File: config.mk
export PLATFORM = sky130hd
export DESIGN_NAME = mem_stage_flat
export DESIGN_NICKNAME = d
export VERILOG_FILES = /design/src/rtl/mem_stage_pkg.sv /design/src/rtl/mem_stage_if.sv /design/src/rtl/mem_stage_load_ext.sv /design/src/rtl/mem_stage.sv /design/src/flat_wrapper.sv
export SDC_FILE = /design/constraint.sdc
export NUM_CORES = 1
export LEC_CHECK = 0
export BUFFER_PORTS_ARGS = -buffer_cell sky130_fd_sc_hd__clkbuf_2
export CORE_MARGIN = 8
export CORE_UTILIZATION = 45
export CTS_CLUSTER_DIAMETER = 100
export DETAILED_ROUTE_END_ITERATION = 7
export PLACE_DENSITY = 0.78
export SLEW_MARGIN = 20
export SYNTH_ARGS = -nofsm -noshare
export SYNTH_HDL_FRONTEND = slang
export SYNTH_HIERARCHICAL = 1
export SYNTH_SLANG_ARGS = --single-unit
File: constraint.sdc
create_clock -name clk -period 3.8 [get_ports clk]
set_clock_uncertainty 0.2 [all_clocks]
set_input_delay 0.76 -clock clk [delete_from_list [all_inputs] [get_ports clk]]
set_output_delay 0.76 -clock clk [all_outputs]
set_load 0.02 [all_outputs]
File: src/rtl/mem_stage_pkg.sv
// Shared encodings for the memory stage: opcodes, FSM states, bus widths.
// Pure declarations plus one opcode decode helper; no logic, no latency.
// No flow control here; consumers decide how to stall.
package mem_stage_pkg;

  localparam int ADDR_W = 32;
  localparam int DATA_W = 32;
  localparam int REG_W  = 5;
  localparam int BYTE_W = 8;

  typedef enum logic [3:0] {
    OP_NONE = 4'd0,
    OP_LB   = 4'd1,
    OP_LH   = 4'd2,
    OP_LW   = 4'd3,
    OP_LBU  = 4'd4,
    OP_LHU  = 4'd5,
    OP_SB   = 4'd6,
    OP_SH   = 4'd7,
    OP_SW   = 4'd8
  } memop_e;

  typedef enum logic [1:0] {
    ST_IDLE    = 2'd0,
    ST_ACCESS  = 2'd1,
    ST_CAPTURE = 2'd2
  } state_e;

  // last is the index of the final byte (n-1)
  typedef struct packed {
    logic       is_load;
    logic       is_store;
    logic [1:0] last;
  } op_info_t;

  // Undefined codes decode to neither load nor store, i.e. behave as NONE
  function automatic op_info_t decode_op(input logic [3:0] op);
    op_info_t info;
    info = '0;
    case (op)
      OP_LB, OP_LBU: begin info.is_load  = 1'b1; info.last = 2'd0; end
      OP_LH, OP_LHU: begin info.is_load  = 1'b1; info.last = 2'd1; end
      OP_LW:         begin info.is_load  = 1'b1; info.last = 2'd3; end
      OP_SB:         begin info.is_store = 1'b1; info.last = 2'd0; end
      OP_SH:         begin info.is_store = 1'b1; info.last = 2'd1; end
      OP_SW:         begin info.is_store = 1'b1; info.last = 2'd3; end
      default:       info = '0;
    endcase
    return info;
  endfunction

endpackage

File: src/rtl/mem_stage_if.sv
// Byte-wide memory bus between the memory stage and the RAM/arbiter.
// Read data arrives one cycle after its address.
// Grant-based: requester holds mem_req until mem_gnt is seen.
interface mem_stage_if;
  import mem_stage_pkg::*;

  logic              mem_req;
  logic              mem_gnt;
  logic [ADDR_W-1:0] ram_addr;
  logic              ram_wr;
  logic [BYTE_W-1:0] ram_dout;
  logic [BYTE_W-1:0] ram_din;

  modport master (output mem_req, ram_addr, ram_wr, ram_dout,
                  input  mem_gnt, ram_din);
  modport slave  (input  mem_req, ram_addr, ram_wr, ram_dout,
                  output mem_gnt, ram_din);

endinterface

File: src/rtl/mem_stage_load_ext.sv
// Load extension: sign/zero-extends the little-endian load buffer per opcode.
// Purely combinational, zero latency.
// No flow control.
module load_ext
  import mem_stage_pkg::*;
(
  input  logic [3:0]        memop,
  input  logic [DATA_W-1:0] buffer,
  output logic [DATA_W-1:0] value
);

  // Pick width and signedness from the opcode; LW passes the buffer through
  always_comb begin
    value = buffer;
    case (memop)
      OP_LB:   value = {{24{buffer[7]}},  buffer[7:0]};
      OP_LBU:  value = {24'd0,            buffer[7:0]};
      OP_LH:   value = {{16{buffer[15]}}, buffer[15:0]};
      OP_LHU:  value = {16'd0,            buffer[15:0]};
      default: value = buffer;
    endcase
  end

endmodule

File: src/rtl/mem_stage.sv
// Memory pipeline stage: byte-serial loads/stores over an arbitrated byte bus.
// Non-memory ops: 1 cycle. Memory ops: grant + n access cycles (+1 capture for loads).
// Raises stall_req for every cycle of a memory op except the completing one.
module mem_stage
  import mem_stage_pkg::*;
(
  input  logic              clk,
  input  logic              rst,
  input  logic [3:0]        in_memop,
  input  logic [ADDR_W-1:0] in_addr,
  input  logic [DATA_W-1:0] in_sdata,
  input  logic [REG_W-1:0]  in_wd,
  input  logic              in_wreg,
  input  logic [DATA_W-1:0] in_wdata,
  mem_stage_if.master       bus,
  output logic              stall_req,
  output logic [REG_W-1:0]  wb_wd,
  output logic              wb_wreg,
  output logic [DATA_W-1:0] wb_wdata
);

  state_e            state_q, state_d;
  logic [1:0]        cnt_q, cnt_d;
  logic [DATA_W-1:0] buf_q, buf_d;
  logic [DATA_W-1:0] ext_value;
  logic [1:0]        cap_idx;
  logic              cap_en;
  logic              wb_load;
  logic              wb_ext;
  op_info_t          op;

  assign op = decode_op(in_memop);

  // Merge the returning read byte into the buffer; the CAPTURE byte is fed
  // straight into extension so writeback does not need an extra cycle
  always_comb begin
    buf_d   = buf_q;
    cap_idx = (state_q == ST_CAPTURE) ? op.last : (cnt_q - 2'd1);
    cap_en  = op.is_load &&
              (((state_q == ST_ACCESS) && (cnt_q != 2'd0)) || (state_q == ST_CAPTURE));
    if (cap_en) begin
      buf_d[{cap_idx, 3'b000} +: 8] = bus.ram_din;
    end
  end

  load_ext u_load_ext (
    .memop  (in_memop),
    .buffer (buf_d),
    .value  (ext_value)
  );

  // Next-state and bus/stall outputs; everything is forced quiet during reset
  always_comb begin
    state_d      = state_q;
    cnt_d        = cnt_q;
    bus.mem_req  = 1'b0;
    bus.ram_wr   = 1'b0;
    bus.ram_addr = '0;
    bus.ram_dout = '0;
    stall_req    = 1'b0;
    wb_load      = 1'b0;
    wb_ext       = 1'b0;
    case (state_q)
      ST_IDLE: begin
        if (op.is_load || op.is_store) begin
          bus.mem_req = 1'b1;
          stall_req   = 1'b1;
          if (bus.mem_gnt) begin
            state_d = ST_ACCESS;
            cnt_d   = 2'd0;
          end
        end else begin
          wb_load = 1'b1;
        end
      end
      ST_ACCESS: begin
        bus.mem_req  = 1'b1;
        bus.ram_addr = in_addr + {30'd0, cnt_q};
        bus.ram_wr   = op.is_store;
        bus.ram_dout = op.is_store ? in_sdata[{cnt_q, 3'b000} +: 8] : 8'd0;
        stall_req    = 1'b1;
        if (cnt_q != op.last) begin
          cnt_d = cnt_q + 2'd1;
        end else if (op.is_store) begin
          state_d   = ST_IDLE;
          stall_req = 1'b0;
          wb_load   = 1'b1;
        end else begin
          state_d = ST_CAPTURE;
        end
      end
      ST_CAPTURE: begin
        state_d = ST_IDLE;
        wb_load = 1'b1;
        wb_ext  = 1'b1;
      end
      default: state_d = ST_IDLE;
    endcase
    if (!rst) begin
      bus.mem_req  = 1'b0;
      bus.ram_wr   = 1'b0;
      bus.ram_addr = '0;
      bus.ram_dout = '0;
      stall_req    = 1'b0;
    end
  end

  // FSM state, byte counter and load buffer
  always_ff @(posedge clk or negedge rst) begin
    if (!rst) begin
      state_q <= ST_IDLE;
      cnt_q   <= 2'd0;
      buf_q   <= '0;
    end else begin
      state_q <= state_d;
      cnt_q   <= cnt_d;
      buf_q   <= buf_d;
    end
  end

  // Writeback registers load on the completing edge of every op
  always_ff @(posedge clk or negedge rst) begin
    if (!rst) begin
      wb_wd    <= '0;
      wb_wreg  <= 1'b0;
      wb_wdata <= '0;
    end else if (wb_load) begin
      wb_wd    <= in_wd;
      wb_wreg  <= in_wreg;
      wb_wdata <= wb_ext ? ext_value : in_wdata;
    end
  end

endmodule

File: src/flat_wrapper.sv
// flat-port wrapper written by rule: the top's interface ports become plain ports
module mem_stage_flat import mem_stage_pkg::*;
  (clk, rst, in_memop, in_addr, in_sdata, in_wd, in_wreg, in_wdata, stall_req, wb_wd, wb_wreg, wb_wdata, bus_mem_req, bus_ram_addr, bus_ram_wr, bus_ram_dout, bus_mem_gnt, bus_ram_din);
  mem_stage_if bus_i ();
  input  logic clk;
  input  logic rst;
  input  logic [3:0] in_memop;
  input  logic [ADDR_W-1:0] in_addr;
  input  logic [DATA_W-1:0] in_sdata;
  input  logic [REG_W-1:0] in_wd;
  input  logic in_wreg;
  input  logic [DATA_W-1:0] in_wdata;
  output logic stall_req;
  output logic [REG_W-1:0] wb_wd;
  output logic wb_wreg;
  output logic [DATA_W-1:0] wb_wdata;
  output wire logic [$bits(bus_i.mem_req)-1:0] bus_mem_req;
  output wire logic [$bits(bus_i.ram_addr)-1:0] bus_ram_addr;
  output wire logic [$bits(bus_i.ram_wr)-1:0] bus_ram_wr;
  output wire logic [$bits(bus_i.ram_dout)-1:0] bus_ram_dout;
  input wire logic [$bits(bus_i.mem_gnt)-1:0] bus_mem_gnt;
  input wire logic [$bits(bus_i.ram_din)-1:0] bus_ram_din;
  assign bus_mem_req = bus_i.mem_req;
  assign bus_ram_addr = bus_i.ram_addr;
  assign bus_ram_wr = bus_i.ram_wr;
  assign bus_ram_dout = bus_i.ram_dout;
  assign bus_i.mem_gnt = bus_mem_gnt;
  assign bus_i.ram_din = bus_ram_din;
  mem_stage u_core (.clk(clk), .rst(rst), .in_memop(in_memop), .in_addr(in_addr), .in_sdata(in_sdata), .in_wd(in_wd), .in_wreg(in_wreg), .in_wdata(in_wdata), .bus(bus_i), .stall_req(stall_req), .wb_wd(wb_wd), .wb_wreg(wb_wreg), .wb_wdata(wb_wdata));
endmodule
* Yosys cells after proc, flatten, opt, wreduce, memory -nomap -nowiden
Cells that the tools add are included.
** Word-level totals
- Register bits after elaboration :: 74
- Output and inout bits :: 81
- Word-level logic and storage cells :: 77
- Input bits :: 117
** Cells by class
- Muxes and demuxes :: 36
- Equal/unequal tests :: 15
- Reduce and logical (&&, ||, !) cells :: 13
- Shift operators :: 3
- $add $sub $neg :: 4
** Operator list (count)
- $mux W32 :: 4
- $pmux W32 S4 :: 1
- $add A32 B2 Y32 :: 1
- $bwmux W32 :: 1
- $shift A8 B7 Y32 const A :: 1
- $shiftx A32 B6 Y8 :: 1
- $shiftx A8 B7 Y32 :: 1
- $mux W8 :: 3
- $eq A4 B3 Y1 const B :: 4
- $mux W2 :: 8
- $mux W1 :: 13
- $pmux W2 S2 :: 3
- $eq A4 B2 Y1 const B :: 2
- $neg A5 Y7 :: 1
- $ne A2 B2 Y1 const B :: 3
- $reduce_or A3 Y1 :: 2
- $reduce_or A5 Y1 :: 1
- $eq A4 B1 Y1 const B :: 1
- $eq A4 B4 Y1 const B :: 1
- $pmux W1 S2 :: 2
- $reduce_and A4 Y1 :: 1
- $reduce_bool A2 Y1 :: 2
- $pmux W1 S3 :: 1
- $reduce_and A3 Y1 :: 1
- 10 further kinds :: 12

* Depth between registers and ports, before layout
- Depth after elaboration :: 10
- Gate-level depth with buffers :: 16
- Mapped depth without buffers :: 14

* Cells and area by module
The synthesis kept the hierarchy.
** By module, submodules not included
- mem_stage :: instances 1, area each 4565.6 um^2, seq. area each 1851.8 um^2, cells an instance 423
- load_ext :: instances 1, area each 334.1 um^2, seq. area each 0.0 um^2, cells an instance 45

* Worst setup path after synthesis
OpenSTA, ideal clock, no wires.
- Path kind :: input to register
- Start :: in in_memop[3]
- End :: reg u_core.wb_wdata[16]
- Setup slack :: -0.282 ns
- Data arrival time :: 3.817 ns
- Data required time :: 3.535 ns
- Setup time :: 0.065 ns
- Path buffers :: 2
- Stages :: 14
- Cells stage by stage :: clkbuf_1 -> or4bb_1 -> nand2_1 -> a21oi_1 -> ha_1 -> nand2_1 -> nor3_1 -> a22o_1 -> nand3b_1 -> a211oi_2 -> buf_4 -> a21o_1 -> mux2_2 -> mux2_2
** On the way
- Cells in the longest elaborated chain, start to end :: 10
- Elaborated cells on any way between the ends :: 30
- Classes of those cells :: add/sub: 1; eq/ne: 9; shift: 2; mux: 12; reduce/logical: 6
** Ends and longest elaborated chain
- start, declared :: line flat_wrapper.sv:7 : input logic [3:0] in_memop;
- $eq A4 B3 Y1 (tied with other cells) :: line mem_stage_pkg.sv:40 : case (op)
- $reduce_or A3 Y1 (no source line) / $reduce_or A2 Y1 (equally long branches)
- $pmux W2 S2 :: line mem_stage_pkg.sv:40
- $mux W2 :: line mem_stage.sv:38 : cap_idx = (state_q == ST_CAPTURE) ? op.last : (cnt_q - 2'd1);
- $neg A5 Y7 :: line mem_stage.sv:42 : buf_d[{cap_idx, 3'b000} +: 8] = bus.ram_din;
- $shiftx A8 B7 Y32 / $shift A8 B7 Y32 (equally long branches) :: line mem_stage.sv:42
- $bwmux W32 :: line mem_stage.sv:42
- $mux W32 * :: line mem_stage.sv:41 : if (cap_en) begin
- net u_core.buf_d[7] :: line mem_stage.sv:24 : logic [DATA_W-1:0] buf_q, buf_d;
- $pmux W32 S4 * :: line mem_stage_load_ext.sv:15 : case (memop)
- net u_core.ext_value[16] :: line mem_stage.sv:25 : logic [DATA_W-1:0] ext_value;
- $mux W32 * :: line mem_stage.sv:130 : wb_wdata <= wb_ext ? ext_value : in_wdata;
- end signal, assigned :: line mem_stage.sv:130
- end, declared :: line mem_stage.sv:19 : output logic [DATA_W-1:0] wb_wdata
Mark *: on every way through the listed nets, which the timed path passes. The rest lies on a longest branch.
A chain may end at the register's enable or synchronous reset.

* Worst setup path after layout
- Start :: in in_memop[0]
- End :: reg u_core.wb_wdata[21]
Same word-level chain as after synthesis.

==> results.toml <==
[logic_synthesis]
synth.net_count = 594
yosys-top-cells-area = "dfrtp_1 (38%), mux2_2 (16%), a22o_1 (5.5%), xnor2_1 (4.1%), a21o_1 (3.8%)"
netlist-cell-type-count = 55
synth_warnings = 6
synthMuxAreaShare = 0.202
netlist_top_cells_count = "dfrtp_1 (74), mux2_2 (70), nor2_1 (42)"
synth_cells = 468
synth-main-ff-cell = "dfrtp_1"
synth_top_family_by_area = "multiplexers"
synthSimpleGateAreaFrac = 0.163
yosysTopAreaCell = "dfrtp_1"
synthAdderAreaFrac = 0.0245
yosysMostFrequentCell = "dfrtp_1"
synth_area_sq_um = 4900
synth_compound_area_frac = 0.127
synth_xor_area_frac = 0.0554
synthArstFlopShare = 1.00
avgSynthCellArea_sq_um = 10.5
yosys_register_bits = 74
synth_top_cell_area_share = 0.378
synth-edff-count = 0
ys_seq_area_frac = 0.378

[cells_and_area]
area_delta_synth_final_pct = 31.3
drive_gt1_frac = 0.504
final-instance-count-excl-fill = 824
fin_nets = 805
n_antenna_cell = 0

[sta]
finalHoldViolCount = 0
max-slew-margin-rel = 0.451
rsz0062_at_grt = "yes"
period_needed_ns = 3.65
fmax_ghz = 0.274
fin_ws_ns = 0.148
finalMaxSlewViolations = 0
setup_viol = 0
fin_crit_sh = 0.961
tightest_slew_ns = 0.821

[cts]
path_clk_slew_ns = 0.08
cts_num_sinks = 74
clk_latency_ns = 0.35
cts_buffers = 9
root_buffer = "clkbuf_8"
htree_num_levels = 3
cts_tree = "yes"
cts_max_path_buffers = 2

[power_and_ir_drop]
power.density_nw_per_um2 = 618
power_leakage_uw = 0.00326
seq_power_share = 0.313
pwr-share-clk = 0.161
p_int_uw = 2390
switching_share = 0.399
p_switching_uw = 1580
ir_drop_v = 0.000422
power.total_uw = 3970
p_comb_frac = 0.526

[grt]
antenna_found_initial = 0
grt_usage = 0.202
grt_pass1_vias = 4745
grt_max_degree = 47
grt_overflow = 0
grt_pass1_wl_um = 23600

[routing]
vias_per_cell = 5.45
first_pass_iters = 4
drt_wl_total_um = 14900
wl_per_cell_um = 18.0
vias = 4488
drcViolationCount = 0
ant_nets = 0
dr.first_iter.drc_count = 271

[placed_design]
pre_cts_ws_ns = -0.379
placed_cells = 806
io_buffers = 197
dp_hpwl_um = 12000
place_congestion = 0.852

[worst_setup_path]
cp-start-kind = "input pin"
r2r_cells = 10
crit_slowest_cell = "nor4b_2"
worstSetupPathType = "input pin to flip-flop"
path_cells = "clkbuf_2, or4b_4, o21a_4, a21oi_4, inv_4, ha_2, nor2_2, nand2_2, buf_4, nor4b_2, a22o_1, a21o_1, mux2_2, mux2_2"
cp_max_fo = 8
cpMostUsedCell = "mux2_2"
crit_path_end_kind = "flip-flop"
max_stage_delay_ns = 0.69
cp.required_ns = 3.90
crit_arrival_ns = 3.75

[die]
rows = 38
fp.dieH_um = 120
die_area_sq_um = 14500
die_x_um = 120
core-area_sq_um = 10700
io_pins = 198
start_util = 0.456

[status]
status = "completed"

[flow_run]
drv_cap = 0

[min_path]
holdCritPathClass = "input pin to async pin"
critical path, delay by kind of cell:
kind / cells / cell delay, ns
adders and majority gates: 1 / 0.19
and+or+nand+nor: 4 / 1.42
buffers and inverters: 3 / 0.35
AOI/OAI and AO/OA: 4 / 0.74
muxes: 2 / 0.29
state kept, by name, indices dropped and copies added, names as in the netlist:
| name | cells |
|---|---|
| u_core/state_q | 2 |
| u_core/wb_wd | 5 |
| u_core/buf_q | 32 |
| u_core/wb_wreg | 1 |
| u_core/wb_wdata | 32 |
| u_core/cnt_q | 2 |
timing repair:
| action | in CTS | in global routing |
|---|---|---|
| hold buffers | 0 | 0 |
| hold endpoints to repair | 0 | 0 |
| pin swaps | 1 | 0 |
| buffers inserted | 2 | 0 |
| endpoints found under the setup margin | 1 | 3 |
| resized for setup | 0 | 1 |
cells in the final DEF, fill, tap and decap left out, types with 3 or more instances in the layout:
master and n:
clkbuf_2 196, dfrtp_1 74, mux2_2 70, nor2_1 41, buf_4 36, a22o_1 31
nand2_1 26, a21o_1 25, xnor2_1 23, inv_1 14, clkbuf_8 11, nor4_1 11
nand4_1 10, nand3_1 10, nor3_1 8, xor2_1 8, mux4_2 8, and3_1 8
ha_1 6, or3_1 5, a21oi_1 4, o21ai_0 4, and2_1 3, nand3b_1 3
metal layers:
layer  global-route usage  vias up  part of all wire
li1                     -     2126                 -
met1                0.228     2164              0.39
met2                0.356      184              0.50
met3               0.0685       14             0.090
met4               0.0578        0             0.016
met5                    0        -                 0
final timing paths:
check                                    start                  end  slack, ns
min                                        rst      u_core/cnt_q[1]       0.23
max in group asynchronous                  rst  u_core/wb_wdata[15]       2.25
max                                in_memop[0]  u_core/wb_wdata[21]       0.15
max reg2reg                  u_core/state_q[1]  u_core/wb_wdata[21]       0.38
min reg2reg                u_core/wb_wdata[24]  u_core/wb_wdata[24]       0.31
min in group clk           u_core/wb_wdata[24]  u_core/wb_wdata[24]       0.31
cells by family after synthesis:
| logic type | Yosys count |
|---|---|
| fa+ha+maj | 9 |
| flops | 74 |
| simple gates | 148 |
| mux | 80 |
| compound gates | 78 |
| xor+xnor | 31 |
| buf+inv | 48 |
power groups by stage:
stage | Combinational, uW | Sequential [uW] | Clock (uW)
3_5_place_dp | 2110 | 1260 | 0
3_3_place_gp | 2040 | 1240 | 0
5_1_grt | 2250 | 1280 | 692
2_1_floorplan | 1150 | 1490 | 0
6_report | 2090 | 1240 | 641
4_1_cts | 2120 | 1240 | 658
stage by stage:
step           setup TNS (ns)  utilization  instance area [sq um]  hold slack, ns
2_1_floorplan           -1.94            -                   4940           0.259
3_3_place_gp            -3.20        0.577                   6200           0.286
3_5_place_dp            -5.62        0.577                   6200           0.293
4_1_cts                     0        0.599                   6430           0.239
5_1_grt              -0.00790        0.599                   6430           0.244
6_report                    0        0.599                   6430           0.228
cell type report:
cell class | instances | area, sq um
multi-input combinational | 346 | 2860
fill | 912 | 4310
sequential | 74 | 1850
inverter | 15 | 58.8
clock inverter | 5 | 62.6
clock buffer | 11 | 151
tap | 140 | 175
timing repair buffer | 233 | 1270
Note: power is estimated with default switching activity, not from simulation.
